**src/rtl/execute_unit_if.sv**
```systemverilog
// rtl/execute_unit_if.sv - fetch, write-back and debug signals of execute_unit
interface execute_unit_if;
  logic [31:0] instruction;
  logic        stall;
  logic        control;
  logic        pc_jump;
  logic [4:0]  jump_addr;
  logic        wb_en;
  logic [4:0]  wb_addr;
  logic [31:0] wb_data;
  logic [15:0] retired_count;
  logic [4:0]  dbg_addr;
  logic [31:0] dbg_data;

  modport master (
    input  instruction, stall, dbg_addr,
    output control, pc_jump, jump_addr, wb_en, wb_addr, wb_data, retired_count, dbg_data
  );

  modport slave (
    output instruction, stall, dbg_addr,
    input  control, pc_jump, jump_addr, wb_en, wb_addr, wb_data, retired_count, dbg_data
  );
endinterface

```
**src/rtl/execute_unit.sv**
```systemverilog
// rtl/execute_unit.sv - multi-cycle decode/execute/write-back stage with 32x32 register file
module execute_unit (
  input  logic           clk_i,
  input  logic           rst_ni,
  execute_unit_if.master bus
);
  typedef enum logic [1:0] {FETCH, DECODE, EXEC, WB} state_e;

  localparam logic [2:0] OP_J    = 3'd0;
  localparam logic [2:0] OP_BEQ  = 3'd1;
  localparam logic [2:0] OP_ADD  = 3'd2;
  localparam logic [2:0] OP_SUB  = 3'd3;
  localparam logic [2:0] OP_SHL  = 3'd4;
  localparam logic [2:0] OP_SHR  = 3'd5;
  localparam logic [2:0] OP_ADDI = 3'd6;
  localparam logic [2:0] OP_SUBI = 3'd7;

  state_e      state_q;
  logic [31:0] regs_q [32];
  logic [2:0]  op_q;
  logic [23:0] fields_q;
  logic [31:0] a_q, b_q;
  logic        jump_pending_q;
  logic [4:0]  jump_target_q;
  logic        wb_we_q;
  logic [4:0]  wb_addr_q;
  logic [31:0] wb_data_q;
  logic [15:0] retired_q;

  logic [31:0] imm_ext, result_d;
  logic [4:0]  dest_d;
  logic        we_d, taken_d;

  always_comb begin
    imm_ext  = {16'd0, fields_q[15:0]};
    result_d = '0;
    case (op_q)
      OP_ADD:  result_d = a_q + b_q;
      OP_SUB:  result_d = a_q - b_q;
      OP_SHL:  result_d = a_q << b_q[4:0];
      OP_SHR:  result_d = a_q >> b_q[4:0];
      OP_ADDI: result_d = a_q + imm_ext;
      OP_SUBI: result_d = a_q - imm_ext;
      default: result_d = '0;
    endcase
    dest_d  = (op_q == OP_ADDI || op_q == OP_SUBI) ? fields_q[23:19] : fields_q[18:14];
    we_d    = (op_q != OP_J) && (op_q != OP_BEQ) && (dest_d != 5'd0);
    taken_d = (op_q == OP_J) || ((op_q == OP_BEQ) && (a_q == b_q));
  end

  always_ff @(posedge clk_i or negedge rst_ni) begin
    if (!rst_ni) begin
      state_q        <= FETCH;
      for (int i = 0; i < 32; i++) regs_q[i] <= '0;
      op_q           <= '0;
      fields_q       <= '0;
      a_q            <= '0;
      b_q            <= '0;
      jump_pending_q <= 1'b0;
      jump_target_q  <= '0;
      wb_we_q        <= 1'b0;
      wb_addr_q      <= '0;
      wb_data_q      <= '0;
      retired_q      <= '0;
    end else if (!bus.stall) begin
      case (state_q)
        // A redirect costs a second FETCH: the word loaded on the redirect edge is stale.
        FETCH: begin
          if (jump_pending_q) jump_pending_q <= 1'b0;
          else                state_q        <= DECODE;
        end
        DECODE: begin
          op_q     <= bus.instruction[31:29];
          fields_q <= bus.instruction[23:0];
          a_q      <= regs_q[bus.instruction[28:24]];
          b_q      <= regs_q[bus.instruction[23:19]];
          state_q  <= EXEC;
        end
        EXEC: begin
          wb_we_q   <= we_d;
          wb_addr_q <= dest_d;
          wb_data_q <= result_d;
          if (taken_d) begin
            jump_pending_q <= 1'b1;
            jump_target_q  <= fields_q[4:0];
          end
          state_q <= WB;
        end
        WB: begin
          if (wb_we_q) regs_q[wb_addr_q] <= wb_data_q;
          retired_q <= retired_q + 16'd1;
          state_q   <= FETCH;
        end
        default: state_q <= FETCH;
      endcase
    end
  end

  assign bus.control       = rst_ni && (state_q == FETCH) && !bus.stall;
  assign bus.pc_jump       = bus.control && jump_pending_q;
  assign bus.jump_addr     = jump_target_q;
  assign bus.wb_en         = rst_ni && (state_q == WB) && wb_we_q && !bus.stall;
  assign bus.wb_addr       = wb_addr_q;
  assign bus.wb_data       = wb_data_q;
  assign bus.retired_count = retired_q;
  assign bus.dbg_data      = (bus.dbg_addr == 5'd0) ? '0 : regs_q[bus.dbg_addr];
endmodule

```
**src/flat_wrapper.sv**
```systemverilog
// flat-port wrapper written by rule: the top's interface ports become plain ports
module execute_unit_flat 
  (clk_i, rst_ni, bus_instruction, bus_stall, bus_dbg_addr, bus_control, bus_pc_jump, bus_jump_addr, bus_wb_en, bus_wb_addr, bus_wb_data, bus_retired_count, bus_dbg_data);
  execute_unit_if bus_i ();
  input  logic clk_i;
  input  logic rst_ni;
  input wire logic [$bits(bus_i.instruction)-1:0] bus_instruction;
  input wire logic [$bits(bus_i.stall)-1:0] bus_stall;
  input wire logic [$bits(bus_i.dbg_addr)-1:0] bus_dbg_addr;
  output wire logic [$bits(bus_i.control)-1:0] bus_control;
  output wire logic [$bits(bus_i.pc_jump)-1:0] bus_pc_jump;
  output wire logic [$bits(bus_i.jump_addr)-1:0] bus_jump_addr;
  output wire logic [$bits(bus_i.wb_en)-1:0] bus_wb_en;
  output wire logic [$bits(bus_i.wb_addr)-1:0] bus_wb_addr;
  output wire logic [$bits(bus_i.wb_data)-1:0] bus_wb_data;
  output wire logic [$bits(bus_i.retired_count)-1:0] bus_retired_count;
  output wire logic [$bits(bus_i.dbg_data)-1:0] bus_dbg_data;
  assign bus_i.instruction = bus_instruction;
  assign bus_i.stall = bus_stall;
  assign bus_i.dbg_addr = bus_dbg_addr;
  assign bus_control = bus_i.control;
  assign bus_pc_jump = bus_i.pc_jump;
  assign bus_jump_addr = bus_i.jump_addr;
  assign bus_wb_en = bus_i.wb_en;
  assign bus_wb_addr = bus_i.wb_addr;
  assign bus_wb_data = bus_i.wb_data;
  assign bus_retired_count = bus_i.retired_count;
  assign bus_dbg_data = bus_i.dbg_data;
  execute_unit u_core (.clk_i(clk_i), .rst_ni(rst_ni), .bus(bus_i));
endmodule
```
**config.mk**
```make
export PLATFORM = sky130hd
export DESIGN_NAME = execute_unit_flat
export DESIGN_NICKNAME = d
export VERILOG_FILES = /design/src/rtl/execute_unit_if.sv /design/src/rtl/execute_unit.sv /design/src/flat_wrapper.sv
export SDC_FILE = /design/constraint.sdc
export NUM_CORES = 2
export LEC_CHECK = 0
export CORE_MARGIN = 3
export CORE_UTILIZATION = 40
export CTS_BUF_LIST = sky130_fd_sc_hd__clkbuf_2 sky130_fd_sc_hd__clkbuf_4 sky130_fd_sc_hd__clkbuf_8
export DETAILED_ROUTE_END_ITERATION = 8
export GPL_TIMING_DRIVEN = 0
export SETUP_SLACK_MARGIN = 0.5
export SLEW_MARGIN = 20
export SYNTH_ARGS = -nofsm -noshare
export SYNTH_HDL_FRONTEND = slang
export SYNTH_SLANG_ARGS = --single-unit
```
**constraint.sdc**
```tcl
create_clock -name clk_i -period 4.78 [get_ports clk_i]
set_clock_uncertainty 0.1 [all_clocks]
set_input_delay 0.956 -clock clk_i [delete_from_list [all_inputs] [get_ports clk_i]]
set_output_delay 0.956 -clock clk_i [all_outputs]
set_load 0.1 [all_outputs]
```
Word-level counts from Yosys, hierarchy flattened

Cells that the tools add are included.

$add $sub $neg: 5
$mul: 0
Div/mod/pow operators: 0
$lt $le $gt $ge: 5
Equal/unequal tests: 14
Shift operators: 2
Muxes and demuxes: 19
Bitwise operators: 5
Reductions and logical operators: 26

Operators by type and width:

| operator                | count |
|---|---|
| $bwmux W1024            | 1 |
| $bmux W32 S5            | 3 |
| $mux W32                | 8 |
| $pmux W32 S6            | 1 |
| $demux W32 S5           | 1 |
| $add A32 B16 Y32        | 1 |
| $add A32 B32 Y32        | 1 |
| $eq A32 B32 Y1          | 1 |
| $shl A32 B5 Y32         | 1 |
| $shr A32 B5 Y32         | 1 |
| $sub A32 B16 Y32        | 1 |
| $sub A32 B32 Y32        | 1 |
| $ge A6 B6 Y1 const B    | 4 |
| $not A5 Y6              | 4 |
| $add A16 B1 Y16 const B | 1 |
| $eq A3 B3 Y1 const B    | 4 |
| $logic_and A1 B1 Y1     | 10 |
| $reduce_and A3 Y1       | 3 |
| $pmux W2 S4             | 1 |
| $reduce_and A2 Y1       | 4 |
| $eq A3 B2 Y1 const B    | 2 |
| $lt A6 B1 Y1 const B    | 1 |
| $logic_not A5 Y1        | 1 |
| $mux W5                 | 1 |
| other kinds (17)        | 19 |

Register bits after elaboration: 1177
Bits in latches: 0
RAM bits: 0
Bits in read-only memories: 0
Output and inout port bits: 93
Memories: 0

Logic depth before layout (Yosys ltp)

Depth after elaboration: 6
Depth in mapped cells: 23
Depth with buffers taken out: 18

Worst setup path before layout

No wires, ideal clock.

Path type: input port to output port
Start: in bus_dbg_addr[0]
End: out bus_dbg_data[11]
Arrival: 3.745 ns
Required time: 3.724 ns
Setup slack: -0.021 ns
Stages on the path: 7
Path buffers: 3
Path through: buf_2 -> buf_2 -> buf_1 -> mux4_2 -> mux4_2 -> mux2i_1 -> nor2_1

Word-level cells in the longest chain between the ends: 5
Elaborated cells between the ends (all ways): 6

Ends and longest elaborated chain:

| element                                      | RTL line            | source |
|---|---|---|
| start, declared                              | flat_wrapper.sv:9   | `input wire logic [$bits(bus_i.dbg_addr)-1:0] bus_dbg_addr;` |
| $not A5 Y6 (implied by the code)             | execute_unit.sv:106 | `assign bus.dbg_data = (bus.dbg_addr == 5'd0) ? '0 : regs_q[bus.dbg_addr];` |
| $bmux W32 S5                                 | execute_unit.sv:106 |  |
| $mux W32 (implied by the code) (2 in series) | execute_unit.sv:106 |  |
| $mux W32 (*)                                 | execute_unit.sv:106 |  |
| end, declared                                | flat_wrapper.sv:17  | `output wire logic [$bits(bus_i.dbg_data)-1:0] bus_dbg_data;` |

Mark *: on every way between the ends. The rest lies on a longest branch, timed or not. The select of a mux whose other input is x is not followed.

Final worst setup path

Start: reg u_core.b_q[1]
End: reg u_core.wb_data_q[13], in the netlist u_core.bus.wb_data[13]

Word-level cells in the longest chain between the ends: 2
Elaborated cells between the ends (all ways): 5

Ends and longest elaborated chain:

| element                                        | RTL line           | source |
|---|---|---|
| start, declared                                | execute_unit.sv:22 | `logic [31:0] a_q, b_q;` |
| start signal, assigned                         | execute_unit.sv:76 | `b_q <= regs_q[bus.instruction[23:19]];` |
| $sub A32 B32 Y32, or another cell as far along | execute_unit.sv:39 | `OP_SUB: result_d = a_q - b_q;` |
| $pmux W32 S6 (*)                               | execute_unit.sv:37 | `case (op_q)` |
| end signal, assigned                           | execute_unit.sv:82 | `wb_data_q <= result_d;` |
| end, declared                                  | execute_unit.sv:27 | `logic [31:0] wb_data_q;` |

Mark *: on every way between the ends. The rest lies on a longest branch, timed or not.
A chain may end at the register's enable or synchronous reset.

==> impl_metrics.ini <==
[logic_synthesis]
syn_nets = 5434
seq_area_frac_synth_pct = 39.0
synth_edf_count = 0
yosysTopAreaCell = dfrtp_1
ys_ff_latch = 1177
syn_area_per_cell_sq_um = 14.2
synth.area.top_cells = dfrtp_1, mux4_2, mux2_2
synth_top_area_share_pct = 39.0
synthArstFlopShare_pct = 100
syn_area_sq_um = 75600
synthCells = 5320
ys.flop_type = dfrtp_1
ys_warn_count = 0
synth_cell_type_count = 79

[critical_path]
worst_path_max_delay_cell = a222oi_1
worstPathArrival_ns = 5.41
start_kind = register
critPathMaxFanout = 5
cp.buffers_inverters = 6
cp.required_ns = 5.55
r2r_slack_ns = 0.15
path_cells = buf_12 > inv_4 > buf_12 > buf_12 > buf_12 > ha_4 > buf_4 > nand2_1 > nand2_1 > a31oi_2 > ha_1 > a211o_1 > a31o_4 > a211oi_4 > o211ai_1 > nand2_1 > xnor2_2 > a222oi_1 > o21ai_2 > a22o_1
critPathCaptureType = register
reg2reg_from = u_core.b_q[1]$_DFFE_PN0P_
slowest_delay_ns = 0.69
startpoint = u_core.b_q[1]$_DFFE_PN0P_
path_class = register to register
crit_top_cell = buf_12
crit_family = compound AO/OA/AOI/OAI gates

[global_route]
grt_max_degree = 142
grt_use_total_pct = 32.2
overflow = 0
grt_pass1_vias = 56622
grt_antenna_before_repair = 18
grt_pass1_wl_mm = 436

[power]
ir_drop_mv = 0.312
power_leakage_nw = 38.5
p_per_area_nw_per_um2 = 405

[sta]
relSlewSlack_pct = 12.6
fmax_ghz = 0.216
layout_min_cycle_time_ns = 4.63
hold_violations = 0
rsz0062_at_grt = true
period_share_pct = 96.9
tightest_slew_ns = 1.31
drv_slew = 0
layout_setup_ws_ns = 0.148
setup_viol = 0

[floorplanning]
die_w_um = 441
initial_core_util_pct = 40.5
core_sq_um = 187000
fp.dieH_um = 441
die_area_sq_um = 194000
num_io_pins = 133
num_rows = 158

[route]
totalWireLength_mm = 315
drc = 0
wl_met1_mm = 115
dr.pass1.iters = 7
drtIter0Drc = 7031
route.met2.wl_mm = 143
viasPerCell = 6.71
met3_length_mm = 35.5
top_layer = met5
ant_nets = 0
route.vias.total = 56557
avgRoutedWirePerCell_um = 37.4

[placement]
place_ws_ns = -2.27
gp_congestion = 1.01
hpwl_mm = 229
place_area_sq_um = 80600
io_buffers = 119

[cts]
cts_buffers = 209
clockBufferDepth = 3
cts_tree = yes
clock_latency_ns = 1.02
clk_pin_slew_ns = 0.09
cts_sinks = 1177
cts-root-buf = clkbuf_8
h-tree-depth = 4

[outcome]
status = complete, no violations

[cells_and_area]
layout.nets = 5891
final_common_cell = dfrtp_1
mostFrequentLayoutCells = dfrtp_1, mux2_2, mux4_2, clkbuf_8, clkbuf_1
areaGrowthSynthToFinish_pct = 17.3
final_layout_size_suffix_gt1_share_pct = 51.0
finalInstanceArea_sq_um = 88700

[worst_hold_path]
hold_class = primary input to async pin

[run]
cap_viol_max_count = 0
timing repair:
action                     in CTS  in global routing
hold endpoints to repair       18                  1
resized for setup             693                123
gates cloned                    4                  1
setup endpoints to repair      69                 46
buffers inserted               65                 37
hold buffers                    5                  1
pin swaps                      71                 71
area by class of cell:
| type | instances | area (sq um) |
|---|---|---|
| diodes | 12 | 30.0 |
| plain buffers | 532 | 3350 |
| clock buffers | 330 | 4150 |
| clock inverters | 43 | 562 |
| fillers | 16528 | 97900 |
| inverters | 55 | 223 |
| multi-input cells | 3556 | 45300 |
| flip-flops and latches | 1177 | 29500 |
| well taps | 2480 | 3100 |
| repair buffers | 246 | 2490 |
per-stage QoR:
stage	hold WS [ns]	instances	power (mW)	setup TNS, ns	util (%)
after floorplan	0.350	5320	18.5	0	-
after global placement	0.361	7919	22.8	-	43.0
after detailed placement	0.366	7932	22.9	-104.80	43.2
after CTS	0.0981	8379	35.0	0	47.1
after global routing	0.141	8424	37.0	0	47.5
final	0.111	8431	35.9	0	47.5
path summary, 6_finish.rpt:
| path | endpoint | depth (start not counted) |
|---|---|---|
| max in group asynchronous | u_core.regs_q[472]$_DFFE_PN0P_ | 5 |
| worst max-delay path | u_core.bus.wb_data[13]$_DFFE_PN0P_ | 20 |
| worst max register to register | u_core.bus.wb_data[13]$_DFFE_PN0P_ | 20 |
| worst min-delay path | u_core.bus.jump_addr[2]$_DFFE_PN0P_ | 3 |
| min in group clk_i | u_core.bus.retired_count[15]$_DFFE_PN0P_ | 1 |
| worst min register to register | u_core.bus.retired_count[15]$_DFFE_PN0P_ | 1 |
worst reg2reg max path, stage by stage (launching register included):
cell	delay (ns)
dfrtp_1	0.38
buf_12	0.13
inv_4	0.05
buf_12	0.11
buf_12	0.11
buf_12	0.11
ha_4	0.17
buf_4	0.13
nand2_1	0.07
nand2_1	0.08
a31oi_2	0.19
ha_1	0.29
a211o_1	0.30
a31o_4	0.27
a211oi_4	0.25
o211ai_1	0.20
nand2_1	0.15
xnor2_2	0.12
a222oi_1	0.69
o21ai_2	0.31
a22o_1	0.29
registers in the layout, indices dropped and copies added, names as in the netlist:
name                      flops
u_core.regs_q              1024
u_core.a_q                   32
u_core.b_q                   32
u_core.bus.wb_data           32
u_core.fields_q              24
u_core.bus.retired_count     16
u_core.bus.jump_addr          5
u_core.bus.wb_addr            5
u_core.op_q                   3
u_core.state_q                2
u_core.jump_pending_q         1
u_core.wb_we_q                1
Yosys cell counts, drive strengths merged (10+ instances only):
master,instances
a211oi,35
a21o,40
a21oi,129
a221oi,13
a22oi,18
a31oi,10
and2,14
and3,17
buf,182
clkbuf,350
dfrtp,1177
ha,72
inv,55
mux2,1083
mux2i,162
mux4,979
nand2,217
nand2b,10
nand3,30
nand4,16
nor2,207
nor2b,15
nor3,41
nor4,13
o211ai,14
o21ai,189
o22ai,14
or3,13
xnor2,79
xor2,25
report_power, final:
group	leakage (nW)	total, mW	switching (mW)	internal, mW
combinational	19.7	13.5	8.56	4.92
clock	2.50	10.8	4.77	5.98
sequential	16.3	11.7	1.10	10.6
per-layer routing:
metal	GRT usage, %	vias up
met4	17.3	8
met2	49.9	3663
met5	0	-
met1	39.9	29949
met3	10.4	977
li1	-	21960
kinds of logic after synthesis:
kind of cell | share of synthesized area (%)
compound gates | 4.35
fa+ha+maj | 1.24
buf+inv | 3.05
mux | 47.4
flops | 39.0
xor+xnor | 1.20
simple gates | 3.76
Note: power is estimated with default switching activity, not from simulation.
